**src/rtl/lamp_sqrt_arbiter_pkg.sv**
```systemverilog
// Shared types and constants for the sqrt arbiter slice: significand/result
// widths derived from the float fraction width, and the arbiter FSM encoding.
package lamp_sqrt_arbiter_pkg;

    localparam int LAMP_FLOAT_F_DW = 7;

    localparam int SIG_W = LAMP_FLOAT_F_DW + 1;
    localparam int RES_W = 2 * (LAMP_FLOAT_F_DW + 1);

    typedef logic [LAMP_FLOAT_F_DW:0]     lamp_sig_t;
    typedef logic [2*LAMP_FLOAT_F_DW+1:0] lamp_sqrt_res_t;

    // Fixed state codes so existing debug tooling keeps decoding the same values.
    localparam logic [1:0] ST_IDLE  = 2'd0;
    localparam logic [1:0] ST_ISSUE = 2'd1;
    localparam logic [1:0] ST_WAIT  = 2'd2;
    localparam logic [1:0] ST_RESP  = 2'd3;

    typedef enum logic [1:0] {
        IDLE  = ST_IDLE,
        ISSUE = ST_ISSUE,
        WAIT  = ST_WAIT,
        RESP  = ST_RESP
    } sqrt_arb_state_t;

    // Watchdog counter width; a disabled watchdog still keeps a 1-bit counter.
    function automatic int wdog_width(input int timeout_cyc);
        int w;
        w = (timeout_cyc > 0) ? $clog2(timeout_cyc + 1) : 1;
        return (w < 1) ? 1 : w;
    endfunction

endpackage

```
**src/rtl/lamp_rr_picker.sv**
```systemverilog
// Combinational round-robin picker: returns the first set request at or
// above the pointer, wrapping modulo N_REQ, as both one-hot and index.
module lamp_rr_picker #(
    parameter int N_REQ = 4,
    localparam int IDX_W = $clog2(N_REQ)
) (
    input  logic [N_REQ-1:0] req,
    input  logic [IDX_W-1:0] ptr,
    output logic [N_REQ-1:0] onehot,
    output logic [IDX_W-1:0] idx,
    output logic             any
);

    localparam logic [IDX_W:0] N_WIDE = (IDX_W+1)'(N_REQ);

    // cand_idx[gi] is the requester sitting gi places above the pointer.
    logic [IDX_W-1:0] cand_idx [N_REQ];
    logic [N_REQ-1:0] cand_req;

    genvar gi;
    generate
        for (gi = 0; gi < N_REQ; gi++) begin : g_cand
            logic [IDX_W:0] sum;
            assign sum           = {1'b0, ptr} + (IDX_W+1)'(gi);
            assign cand_idx[gi]  = (sum >= N_WIDE) ? IDX_W'(sum - N_WIDE) : sum[IDX_W-1:0];
            assign cand_req[gi]  = req[cand_idx[gi]];
        end
    endgenerate

    // Scan from the farthest offset down so the closest requester wins.
    always_comb begin
        idx    = '0;
        any    = 1'b0;
        onehot = '0;
        for (int i = N_REQ - 1; i >= 0; i--) begin
            if (cand_req[i]) begin
                idx = cand_idx[i];
                any = 1'b1;
            end
        end
        if (any) begin
            onehot[idx] = 1'b1;
        end
    end

endmodule

```
**src/rtl/lamp_sqrt_arbiter.sv**
```systemverilog
// Shares one iterative significand sqrt unit between N_REQ FPU lanes.
// One transaction in flight, round-robin grant, watchdog error response.
module lamp_sqrt_arbiter
    import lamp_sqrt_arbiter_pkg::*;
#(
    parameter int N_REQ       = 4,
    parameter int TIMEOUT_CYC = 64
) (
    input  logic                   clk,
    input  logic                   rst,
    input  logic [N_REQ-1:0]       req_valid_i,
    output logic [N_REQ-1:0]       req_ready_o,
    input  logic [N_REQ*SIG_W-1:0] req_sig_i,
    output logic [N_REQ-1:0]       rsp_valid_o,
    input  logic [N_REQ-1:0]       rsp_ready_i,
    output logic [RES_W-1:0]       rsp_res_o,
    output logic                   rsp_err_o,
    output logic                   sqrt_do_o,
    output logic [SIG_W-1:0]       sqrt_sig_o,
    input  logic                   sqrt_valid_i,
    input  logic [RES_W-1:0]       sqrt_res_i,
    output logic                   busy_o
);

    localparam int IDX_W = $clog2(N_REQ);
    localparam int WD_W  = wdog_width(TIMEOUT_CYC);
    localparam bit WD_EN = (TIMEOUT_CYC > 0);
    localparam logic [WD_W-1:0]  WD_LAST  = WD_EN ? WD_W'(TIMEOUT_CYC - 1) : '0;
    localparam logic [IDX_W-1:0] LAST_REQ = IDX_W'(N_REQ - 1);

    sqrt_arb_state_t  state_reg;
    logic [IDX_W-1:0] grant_reg;
    logic [IDX_W-1:0] rr_reg;
    logic [WD_W-1:0]  wdog_reg;
    lamp_sig_t        sig_reg;
    lamp_sqrt_res_t   res_reg;
    logic             err_reg;

    logic [N_REQ-1:0] pick_onehot;
    logic [IDX_W-1:0] pick_idx;
    logic             pick_any;

    // Per-requester view of the packed significand bus.
    lamp_sig_t sig_arr [N_REQ];

    genvar gi;
    generate
        for (gi = 0; gi < N_REQ; gi++) begin : g_sig
            assign sig_arr[gi] = req_sig_i[gi*SIG_W +: SIG_W];
        end
    endgenerate

    lamp_rr_picker #(
        .N_REQ (N_REQ)
    ) u_picker (
        .req    (req_valid_i),
        .ptr    (rr_reg),
        .onehot (pick_onehot),
        .idx    (pick_idx),
        .any    (pick_any)
    );

    // Transaction FSM: accept, pulse the unit, wait with watchdog, hold response.
    always_ff @(posedge clk) begin
        if (rst) begin
            state_reg <= IDLE;
            grant_reg <= '0;
            rr_reg    <= '0;
            wdog_reg  <= '0;
            sig_reg   <= '0;
            res_reg   <= '0;
            err_reg   <= 1'b0;
        end else begin
            case (state_reg)
                IDLE: begin
                    if (pick_any) begin
                        grant_reg <= pick_idx;
                        sig_reg   <= sig_arr[pick_idx];
                        state_reg <= ISSUE;
                    end
                end
                ISSUE: begin
                    wdog_reg  <= '0;
                    state_reg <= WAIT;
                end
                WAIT: begin
                    wdog_reg <= wdog_reg + 1'b1;
                    // A real result beats a timeout landing on the same cycle.
                    if (sqrt_valid_i) begin
                        res_reg   <= sqrt_res_i;
                        err_reg   <= 1'b0;
                        state_reg <= RESP;
                    end else if (WD_EN && (wdog_reg == WD_LAST)) begin
                        res_reg   <= '0;
                        err_reg   <= 1'b1;
                        state_reg <= RESP;
                    end
                end
                RESP: begin
                    if (rsp_ready_i[grant_reg]) begin
                        rr_reg    <= (grant_reg == LAST_REQ) ? '0 : grant_reg + 1'b1;
                        state_reg <= IDLE;
                    end
                end
                default: state_reg <= IDLE;
            endcase
        end
    end

    // Response valid is steered to the granted requester only while in RESP.
    always_comb begin
        rsp_valid_o = '0;
        if (state_reg == RESP) begin
            rsp_valid_o[grant_reg] = 1'b1;
        end
    end

    // Accept is combinational so a lane sees ready in the same cycle it requests.
    assign req_ready_o = ((state_reg == IDLE) && !rst) ? pick_onehot : '0;
    assign sqrt_do_o   = (state_reg == ISSUE);
    assign sqrt_sig_o  = sig_reg;
    assign rsp_res_o   = (state_reg == RESP) ? res_reg : '0;
    assign rsp_err_o   = (state_reg == RESP) && err_reg;
    assign busy_o      = (state_reg != IDLE);

endmodule

```
**config.mk**
```make
export PLATFORM = sky130hd
export DESIGN_NAME = lamp_sqrt_arbiter
export DESIGN_NICKNAME = d
export VERILOG_FILES = /design/src/rtl/lamp_sqrt_arbiter_pkg.sv /design/src/rtl/lamp_rr_picker.sv /design/src/rtl/lamp_sqrt_arbiter.sv
export SDC_FILE = /design/constraint.sdc
export NUM_CORES = 1
export LEC_CHECK = 0
export ABC_CLOCK_PERIOD_IN_PS = 5160
export CORE_MARGIN = 4
export CORE_UTILIZATION = 46
export DETAILED_ROUTE_END_ITERATION = 8
export GPL_ROUTABILITY_DRIVEN = 0
export PLACE_DENSITY = 0.84
export SETUP_SLACK_MARGIN = 0.4
export SLEW_MARGIN = 5
export SYNTH_ARGS = -nofsm -noshare
export SYNTH_HDL_FRONTEND = slang
export SYNTH_HIERARCHICAL = 1
export SYNTH_SLANG_ARGS = --single-unit
```
**constraint.sdc**
```tcl
create_clock -name clk -period 5.16 [get_ports clk]
set_clock_uncertainty 0.05 [all_clocks]
set_input_delay 1.032 -clock clk [delete_from_list [all_inputs] [get_ports clk]]
set_output_delay 1.032 -clock clk [all_outputs]
set_load 0.02 [all_outputs]
```
### Word level (Yosys, flattened, before mapping)

Cells that the tools add are included.

| cells by class | value |
|---|---|
| add/sub/neg operators | 9 |
| multipliers | 0 |
| div/mod/pow operators | 0 |
| order comparisons | 13 |
| equal/unequal tests | 8 |
| shift operators | 0 |
| mux-type cells | 44 |
| bitwise operators | 1 |
| reduce and logical (&&, ||, !) cells | 13 |

Operators with widths:

| cell | count |
|---|---|
| two-way mux 16 bit | 3 |
| two-way mux 2 bit | 13 |
| < comparator 2 x 3 -> 1 bit (second input constant) | 6 |
| binary-select mux 8 bit (select 2 bit) | 1 |
| two-way mux 8 bit | 2 |
| case mux 7 bit (2 select lines) | 1 |
| two-way mux 1 bit | 13 |
| greater-or-equal comparator 3 bit (second input constant) | 4 |
| two-way mux 4 bit | 3 |
| binary-select mux 1 bit (select 2 bit) | 5 |
| case mux 2 bit (4 select lines) | 1 |
| subtractor 2 x 1 -> 2 bit (second input constant) | 4 |
| adder 7 x 1 -> 7 bit (second input constant) | 1 |
| equality test 7 x 6 -> 1 bit (second input constant) | 1 |
| adder 2 x 2 -> 3 bit (second input constant) | 2 |
| equality test 2 bit (second input constant) | 3 |
| AND reduction 2 bit | 3 |
| nonzero test 2 bit | 3 |
| demux 1 bit (select 2 bit) | 2 |
| greater-or-equal comparator 2 x 1 -> 1 bit (second input constant) | 2 |
| logical AND 1 bit | 4 |
| != test 2 bit (second input constant) | 2 |
| adder 2 x 1 -> 3 bit (second input constant) | 1 |
| greater-or-equal comparator 2 x 3 -> 1 bit (second input constant) | 1 |
| other kinds (7) | 7 |

| word-level totals | value |
|---|---|
| flip-flop bits (word level) | 38 |
| bits in latches | 0 |
| RAM bits | 0 |
| ROM bits | 0 |
| input port bits | 59 |
| logic and storage cells | 95 |
| memories kept | 0 |

### Logic depth before layout (Yosys ltp)

Gate-level depths: netlist (run 1).

| depth | value |
|---|---|
| word-level depth | 15 |
| mapped depth | 8 |
| mapped depth without buffers | 6 |

### Cells and area by module

The synthesis (run 1) kept the hierarchy.

By module, submodules not included:

| module | times used | cells an instance | area each (um2) | seq. area each (um2) |
|---|---|---|---|---|
| lamp_sqrt_arbiter | 1 | 228 | 2058.2 | 760.7 |
| lamp_rr_picker | 1 | 28 | 176.4 | 0.0 |

### Least setup slack after synthesis (run 1)

OpenSTA, ideal clock, no wires.

| timing | value |
|---|---|
| path kind | input -> output |
| start | in req_valid_i[2] |
| end | out req_ready_o[0] |
| arrival | 1.699 ns |
| slack | 2.379 ns |
| stages | 4 |
| path buffers | 0 |
| cell sequence | nor2b_2 > nor2_1 > o311a_1 > and2_1 |

| between the ends | value |
|---|---|
| word-level cells in the longest chain between the ends | 12 |
| elaborated cells on any way between the ends | 23 |

Ends and longest elaborated chain:

| element | line | text |
|---|---|---|
| start: declaration | lamp_sqrt_arbiter.sv:11 | `input logic [N_REQ-1:0] req_valid_i,` |
| binary-select mux 1 bit (select 2 bit) | lamp_rr_picker.sv:26 | `assign cand_req[gi] = req[cand_idx[gi]];` |
| two-way mux 1 bit (not written as such) | lamp_rr_picker.sv:26 |  |
| two-way mux 2 bit (4 in series) | lamp_rr_picker.sv:36 | `if (cand_req[i]) begin` |
| < comparator 2 x 3 -> 1 bit (not written as such) or greater-or-equal comparator 2 x 1 -> 1 bit (tied branches) | lamp_rr_picker.sv:42 | `onehot[idx] = 1'b1;` |
| logical AND 1 bit (not written as such) | lamp_rr_picker.sv:42 |  |
| two-way mux 1 bit (not written as such) | lamp_rr_picker.sv:42 |  |
| demux 1 bit (select 2 bit) | -- |  |
| two-way mux 4 bit * | lamp_rr_picker.sv:41 | `if (any) begin` |
| net pick_onehot[0] | lamp_sqrt_arbiter.sv:39 | `logic [N_REQ-1:0] pick_onehot;` |
| two-way mux 4 bit * | lamp_sqrt_arbiter.sv:119 | `assign req_ready_o = ((state_reg == IDLE) && !rst) ? pick_onehot : '0;` |
| end: declaration | lamp_sqrt_arbiter.sv:12 | `output logic [N_REQ-1:0] req_ready_o,` |

Mark *: on every way through the listed nets, which the timed path passes. The rest lies on a longest branch. The select of a mux whose other input is x is not followed.

### Final worst setup path (run 1)

| timing | value |
|---|---|
| start | in req_valid_i[0] |
| end | out req_ready_o[2] |

The elaborated chain is that of the path after synthesis.

==> results of run 1 <==
## per-layer routing
layer	wire length [um]	part of all wire, %	global-route usage, %
met1	2436	43	22.68
met2	2733	49	30.91
met3	305	5.4	5.336
met4	150	2.7	8.541
met5	0	0	0
## area by class of cell
type                       instances  area share (%)
inverter                          24           2.753
clock buffer                       7           2.639
multi-input combinational        180           39.96
timing repair buffer              94           28.68
clock inverter                     1          0.1530
tap                               67           2.562
sequential                        38           23.25
## how the worst min path moves through the flow
stage	to	slack, ns	cells past startpoint
global placement	sqrt_sig_o[4]	0.39	2
CTS	sqrt_sig_o[1]	0.41	2
floorplan	rr_reg[1]	0.38	2
detailed placement	sqrt_sig_o[1]	0.40	2
global route	sqrt_sig_o[1]	0.43	2
finish	sqrt_sig_o[1]	0.40	2
## cells by family after synthesis
family	count (synthesis)
buffers and inverters	38
muxes	12
AOI/OAI and AO/OA	47
xor gates and xnor gates	5
and+or+nand+nor	106
DFF	38
adders and majority gates	10
## cell usage after synthesis, drive strengths merged
master / instances
nand2: 27
a2bb2oi: 1
nand2b: 22
o22a: 1
dfxtp: 38
nor2b: 4
xnor2: 1
a21o: 1
clkbuf: 11
or3: 2
and3: 2
o311a: 1
nor2: 12
xor2: 4
o21a: 1
nand3: 2
or4: 1
a21oi: 16
mux2i: 3
o21ai: 5
nor3: 3
o221a: 1
inv: 24
and2: 26
a211oi: 1
o32ai: 16
buf: 3
ha: 10
nor3b: 1
o21bai: 1
mux4: 9
o31a: 2
nand4: 4
## critical path: stages
cell                              delay [ns]
sky130_fd_sc_hd__clkdlybuf4s50_1        0.61
sky130_fd_sc_hd__nor2b_4                0.21
sky130_fd_sc_hd__nor3_1                 0.05
sky130_fd_sc_hd__o31a_1                 0.28
sky130_fd_sc_hd__and2_1                 0.14
sky130_fd_sc_hd__clkdlybuf4s50_1        0.53
## power breakdown
group          total, mW  switching (mW)  internal (mW)
logic              0.392           0.207          0.185
clock network      0.207          0.0998          0.108
registers          0.369          0.0319          0.338
==> results list, run 1 <==
- Beginning of the critical path: req_valid_i[0]
- Count of final hold-check violations: 0
- In this run the most critical hold path is launched from sqrt_sig_o[1].
* Mean Syn Cell Area: roughly 8.7 um^2
- Summing every instance area after synthesis gives about 2200 um^2.
- Multiplexer fraction of the synthesized cell area: between 10% and 20%
- Routed via count: around 2.1k
* Setup repair after global routing missed its margin: no
* HP Class: reg -> reg
* # DRC: 0
* Standard cell core area: about 4700 um^2
- STA classifies the critical path endpoint as an output pin.
- Clock sink count: 38
- The floorplan step defined a die boundary enclosing approximately 6000 um^2.
* Final standard cell utilization of the core: just under 70%
- Clock transition time at the flip-flop clock pins of the worst setup and hold paths: 0.07 ns
- Mapped Nets: between 300 and 400
- At the pin with the least slew margin, the transition time is 0.6661 ns.
- TritonCTS buffer count: 5
- Summing the areas of all fa, ha and maj instances in the mapped netlist gives approximately 5.6% of the synthesized area.
* Commonest non-fill, non-tap cell in the layout: sky130_fd_sc_hd__clkdlybuf4s50_1
- F_max: between 0.2 and 0.3 GHz
* Post-Synth Simple-Gate Area: 25.70%
* Fraction of post-synthesis cell area in the top cell type by area: roughly 34%
* Total power divided by cell area: roughly 300 nW/um^2
* Maximum number of pins on one net before global-route repair: 52
- In this run, placement finished with an instance count of roughly 400.
* Post-cts resize count: 0
- The via count of the first global-routing pass came to a little under 2k.
* Flip-flop count of the largest register after layout: 16
* Multi-input gate area: 1308 um^2
- Total Nets Final: between 400 and 500
* Area share of xor/xnor cells in the synthesized design: roughly 2%
* Post-synthesis register bit count: 38
* Antenna cell count: 0
* R2R depth: 6
* Overall power of the completed layout: roughly 0.97 mW
- In the layout the commonest cells are 93 x sky130_fd_sc_hd__clkdlybuf4s50_1, 38 x sky130_fd_sc_hd__dfxtp_1, 26 x sky130_fd_sc_hd__and2_1, 26 x sky130_fd_sc_hd__nand2_1, 24 x sky130_fd_sc_hd__inv_1.
* Minimum setup slack among reg-to-reg paths: roughly 2.9 ns
* Fin Setup TNS: 0 ns
* Sequential standard cell area: between 700 and 800 um^2
- The endpoint identified for the worst register-to-register timing path is sqrt_sig_o[5].
- TritonCTS built the clock tree.
* IO Count: between 90 and 100
- Library cell occupying the most area in the post-synthesis netlist: sky130_fd_sc_hd__dfxtp_1
- Excluding fillers, the count of instances in the completed layout stands at 411.
- Floorplan die width: a little under 80 um
* Synth Instances: 256
* Layout area overhead: 46.42%
- Prior to clock tree synthesis, the placed netlist has a worst setup slack of around 1.2 ns.
- The initial antenna violation count was 0.
* Standard-cell rows: 25
- Minimum setup slack in the final design: 1.222 ns
* HPWL after DPL: around 4300 um
- In this run the static leakage power is 1.183 nW.
- Post-CTS Setup Inserts: 0
* Proportion of synthesized chip area in sequential cells: 34.04%
- Clock insertion delay at the later pin of the skew report: approximately 0.29 ns
- For this run, the number of Yosys warnings is 6.
- The count of buffers added on input and output ports is 93.
- TritonRoute pass-1 iters: 4
* Finished Cell Area: 3272 um^2
- Arrival time of data at the critical path endpoint: ~2.9 ns
* Critical path start-end classification: in -> out
* Worst-path fanout max: 8
* Crit Reg-Reg Startpoint: rr_reg[1]
- The layout has roughly 370 filler cells.
- The detailed router finished its first iteration with 94 violations.
- The flow ran to the end, and the final reports show no timing, DRC or antenna violations.
* Count of H-tree levels built during CTS: 2
* Final WL: between 5000 and 6000 um
* Overall track demand over capacity in global routing: around a fifth
- Antenna Nets Post-Route: 0
* Headroom to the max-slew limit: between 50% and 60%
- Summed over all layers, the global routing overflow is 0.
* Buffer type at the clock tree root: sky130_fd_sc_hd__clkbuf_8
- Final period utilization: 76.31%
* Max-slew violation total from the final report: 0
* Effective utilization at floorplan: a little under half
- Final critical-path required period: 3.938 ns
- WL/cell: between 10 and 15 um
* Synth Area in Compound Gates: 14.84%
* Number of hold buffers added after cts: 0
- Startpoint kind of the worst setup timing path: input port
* Global-route wire length before repair: 9156 um
- IR analysis of the VDD net gives a maximum drop of 0.1286 mV.
- Number of max-cap violations: 0
* Worst Hold Margin: approximately 0.40 ns
- The most critical setup path has its endpoint at req_ready_o[2].
* Height of the die: between 70 and 80 um
* # setup viols final: 0
* Fraction of final layout cells with drive strength greater than 1: 6.105%
* Clock Path Buffers: 2
* Synth area leaders: sky130_fd_sc_hd__dfxtp_1 34%, sky130_fd_sc_hd__mux4_2 9.1%, sky130_fd_sc_hd__and2_1 7.3%
* Required @ worst endpoint: 4.08 ns
* Largest family of logic cells by synthesized area: simple AND/OR/NAND/NOR gates
* Yosys cell types: 37
- The placed instances occupy a cell area of 3181 um^2.
- Vias per std cell: 5.061
(Power assumes the default switching activity.)
==> run 2, diff against run 1 <==
--- a/config.mk
+++ b/config.mk
@@ -5,12 +5,12 @@
 export SDC_FILE = /design/constraint.sdc
 export NUM_CORES = 1
 export LEC_CHECK = 0
-export ABC_CLOCK_PERIOD_IN_PS = 5160
+export ABC_CLOCK_PERIOD_IN_PS = 3750
 export CORE_MARGIN = 4
-export CORE_UTILIZATION = 46
+export CORE_UTILIZATION = 43
 export DETAILED_ROUTE_END_ITERATION = 8
 export GPL_ROUTABILITY_DRIVEN = 0
-export PLACE_DENSITY = 0.84
+export PLACE_DENSITY = 0.79
 export SETUP_SLACK_MARGIN = 0.4
 export SLEW_MARGIN = 5
 export SYNTH_ARGS = -nofsm -noshare
==> constraint.sdc (replaced) <==
create_clock -name clk -period 3.75 [get_ports clk]
set_clock_uncertainty 0.05 [all_clocks]
set_input_delay 0.75 -clock clk [delete_from_list [all_inputs] [get_ports clk]]
set_output_delay 0.75 -clock clk [all_outputs]
set_load 0.02 [all_outputs]
==> results list, run 2 (synthesized netlist as in run 1, its figures left out) <==
- For this run, the detailed router's first-pass iteration total came to 4.
- Number of global-route vias before repair: between 1.5k and 2k
* Required @ worst endpoint: 2.95 ns
- On the critical path the largest part of the delay comes from buffers and inverters.
- Cell breakdown of the critical path: clkdlybuf4s50_1 > nor2b_4 > o21ai_0 > and3_1 > and2_1 > clkdlybuf4s50_1
- Fraction of final layout cells with drive strength greater than 1: approximately 6%
- CP endpoint kind: output pin
- In this run, CTS created clock tree buffers numbering 5.
- After legalization and detailed placement, the total HPWL measured around 4300 um.
- After detailed routing, the met2 layer carries 2721 um of wire.
- For this configuration, the core starts out at a cell density of between 40% and 50%.
- Standard cell core area: between 4000 and 5000 um^2
- Top library cells by usage in the layout, fill and taps aside: 91 x sky130_fd_sc_hd__clkdlybuf4s50_1, 38 x sky130_fd_sc_hd__dfxtp_1, 26 x sky130_fd_sc_hd__and2_1, 26 x sky130_fd_sc_hd__nand2_1, 24 x sky130_fd_sc_hd__inv_1
* IR Drop Worst-Case VDD: between 0.2 and 0.25 mV
- The run finished with clean final reports.
- Count of H-tree levels built during CTS: 2
* Setup repair after global routing missed its margin: no
* Critical path start-end classification: in -> out
* Commonest non-fill, non-tap cell in the layout: sky130_fd_sc_hd__clkdlybuf4s50_1
- Arrival time of data at the critical path endpoint: 2.45 ns
* F_max: ~0.3 GHz
* Clock transition time at the flip-flop clock pins of the worst setup and hold paths: 0.07 ns
* Buffer type at the clock tree root: sky130_fd_sc_hd__clkbuf_8
- Detailed routing placed a total of between 300 and 400 um of wire on met3.
* Met1 routed wirelength after detailed routing: about 2500 um
* Highest metal layer with signal wires: met4
- The analysis attributes to cell leakage a power of between 1 and 1.5 nW.
* IO Count: 94
- Counting stages on the worst path, the most repeated cell is sky130_fd_sc_hd__clkdlybuf4s50_1.
- For this run the aggregate overflow at the end of global routing stands at 0.
- Final critical-path required period: 3.249 ns
* Routed via count: just over 2k
- I/O Buffers: 93
- Post-CTS Setup Inserts: 0
- The number of max-slew violations in the final report is 0.
* Clock sink count: 38
* HP Class: reg -> reg
- Antenna cell count: 0
- In this run the number of cells on the critical path is 6.
- After detailed routing, the total wire length is between 5000 and 6000 um.
* Number of buffer and inverter instances along the worst setup path: 2
- Headroom to the max-slew limit came out at approximately 54%.
* R2R depth: 6
- Height of the die: approximately 80 um
- Floorplan die width: roughly 80 um
- Transition time at the pin with the least slew margin: 0.6940 ns
- Setup violations remaining at the end of the flow were counted as 0.
- Critical path's largest stage delay: between 0.5 and 0.6 ns
* Clock insertion delay at the later pin of the skew report: ~0.28 ns
- Hold Path Depth: 2
- The die covers 6414 um^2.
* Worst Hold Margin: just over 0.4 ns
* DRC violation total after the first TritonRoute iteration: 81
- The number of hold buffers added after CTS was 0.
- Summed over all failing endpoints, the final setup total negative slack is 0 ns.
* Clock Path Buffers: 2
- Maximum number of pins on one net before global-route repair: 51
- The final hold violation count is 0.
- Row generation in the floorplan step produced 25 rows.
* Total power divided by cell area: ~400 nW/um^2
- # DRC: 0
- Across every metal layer, demand over resource in global routing totals 17.88%.
- TritonCTS built the clock tree.
- Final period utilization: between 80% and 90%
- Total Nets Final: 412
- WL/cell: about 14 um
- Critical Path Slowest Stage Cell: sky130_fd_sc_hd__clkdlybuf4s50_1
- Vias per std cell: 5.042
- Antenna Nets Post-Route: 0
- After filler insertion, the fill cell instance count of the layout stands at between 400 and 500.
- Minimum setup slack among reg-to-reg paths: 1.46 ns
- Startpoint kind of the worst setup timing path: input port
- Number of max-cap violations: 0
- Global-route wire length before repair: between 9000 and 10000 um
- Worst-path fanout max: 6
- The initial antenna violation count was 0.
- Flip-flop count of the largest register after layout: 16
- Relative to the synthesized area, the layout overhead comes to 46.30%.
==> run 2: worst reg2reg max path, delay by kind of cell (launching register included) <==
kind	cells	cell delay (ns)
compound gates	2	0.62
flops	1	0.55
mux	1	0.57
simple gates	3	0.38
==> run 2: report_power, final <==
| group | internal, mW | total [mW] | switching [mW] |
|---|---|---|---|
| registers | 0.465 | 0.508 | 0.0433 |
| logic | 0.254 | 0.537 | 0.283 |
| clock network | 0.142 | 0.272 | 0.130 |
==> run 2: layout make-up <==
class / instances / area (um^2) / area share [%]
clock buffer: 6 / 82.58 / 2.526
timing repair buffer: 94 / 939.7 / 28.74
sequential: 38 / 760.7 / 23.27
inverter: 24 / 90.09 / 2.755
multi-input combinational: 180 / 1313 / 40.15
tap: 67 / 83.83 / 2.564
==> run 2: stage by stage <==
| step | setup slack (ns) | power [mW] | area [um^2] | instances | util, % |
|---|---|---|---|---|---|
| global placement | 0.4311 | 1.044 | 3181 | 403 | 65.18 |
| floorplan | 1.494 | 0.8418 | 2235 | 256 | - |
| global route | 0.4015 | 1.407 | 3269 | 409 | 67.00 |
| CTS | 0.4319 | 1.332 | 3267 | 409 | 66.95 |
| finish | 0.5010 | 1.317 | 3269 | 409 | 67.00 |
| detailed placement | 0.3914 | 1.058 | 3181 | 403 | 65.18 |
==> run 2: path summary, 6_finish.rpt <==
path,to,from
min,sqrt_sig_o[7],sqrt_sig_o[7]
min reg2reg,sqrt_sig_o[7],sqrt_sig_o[7]
max reg2reg,sqrt_sig_o[5],rr_reg[0]
max,req_ready_o[1],req_valid_i[2]
==> run 2: timing repair <==
action	in CTS	in global routing
resized for setup	2	1
hold endpoints to repair	0	0
setup endpoints to repair	2	1
==> run 2: routing by layer <==
layer | global-route usage (%) | vias up
met5 | 0 | -
met4 | 5.912 | 0
met3 | 4.709 | 12
met2 | 28.31 | 60
met1 | 23.62 | 942
li1 | - | 1048
==> run 3, diff against run 2 <==
--- a/config.mk
+++ b/config.mk
@@ -5,6 +5,7 @@
 export SDC_FILE = /design/constraint.sdc
 export NUM_CORES = 1
 export LEC_CHECK = 0
+export ABC_AREA = 0
 export ABC_CLOCK_PERIOD_IN_PS = 3750
 export CORE_MARGIN = 4
 export CORE_UTILIZATION = 43
==> results of run 3 <==
Final layout, timing and power as in run 2 (identical DEF).
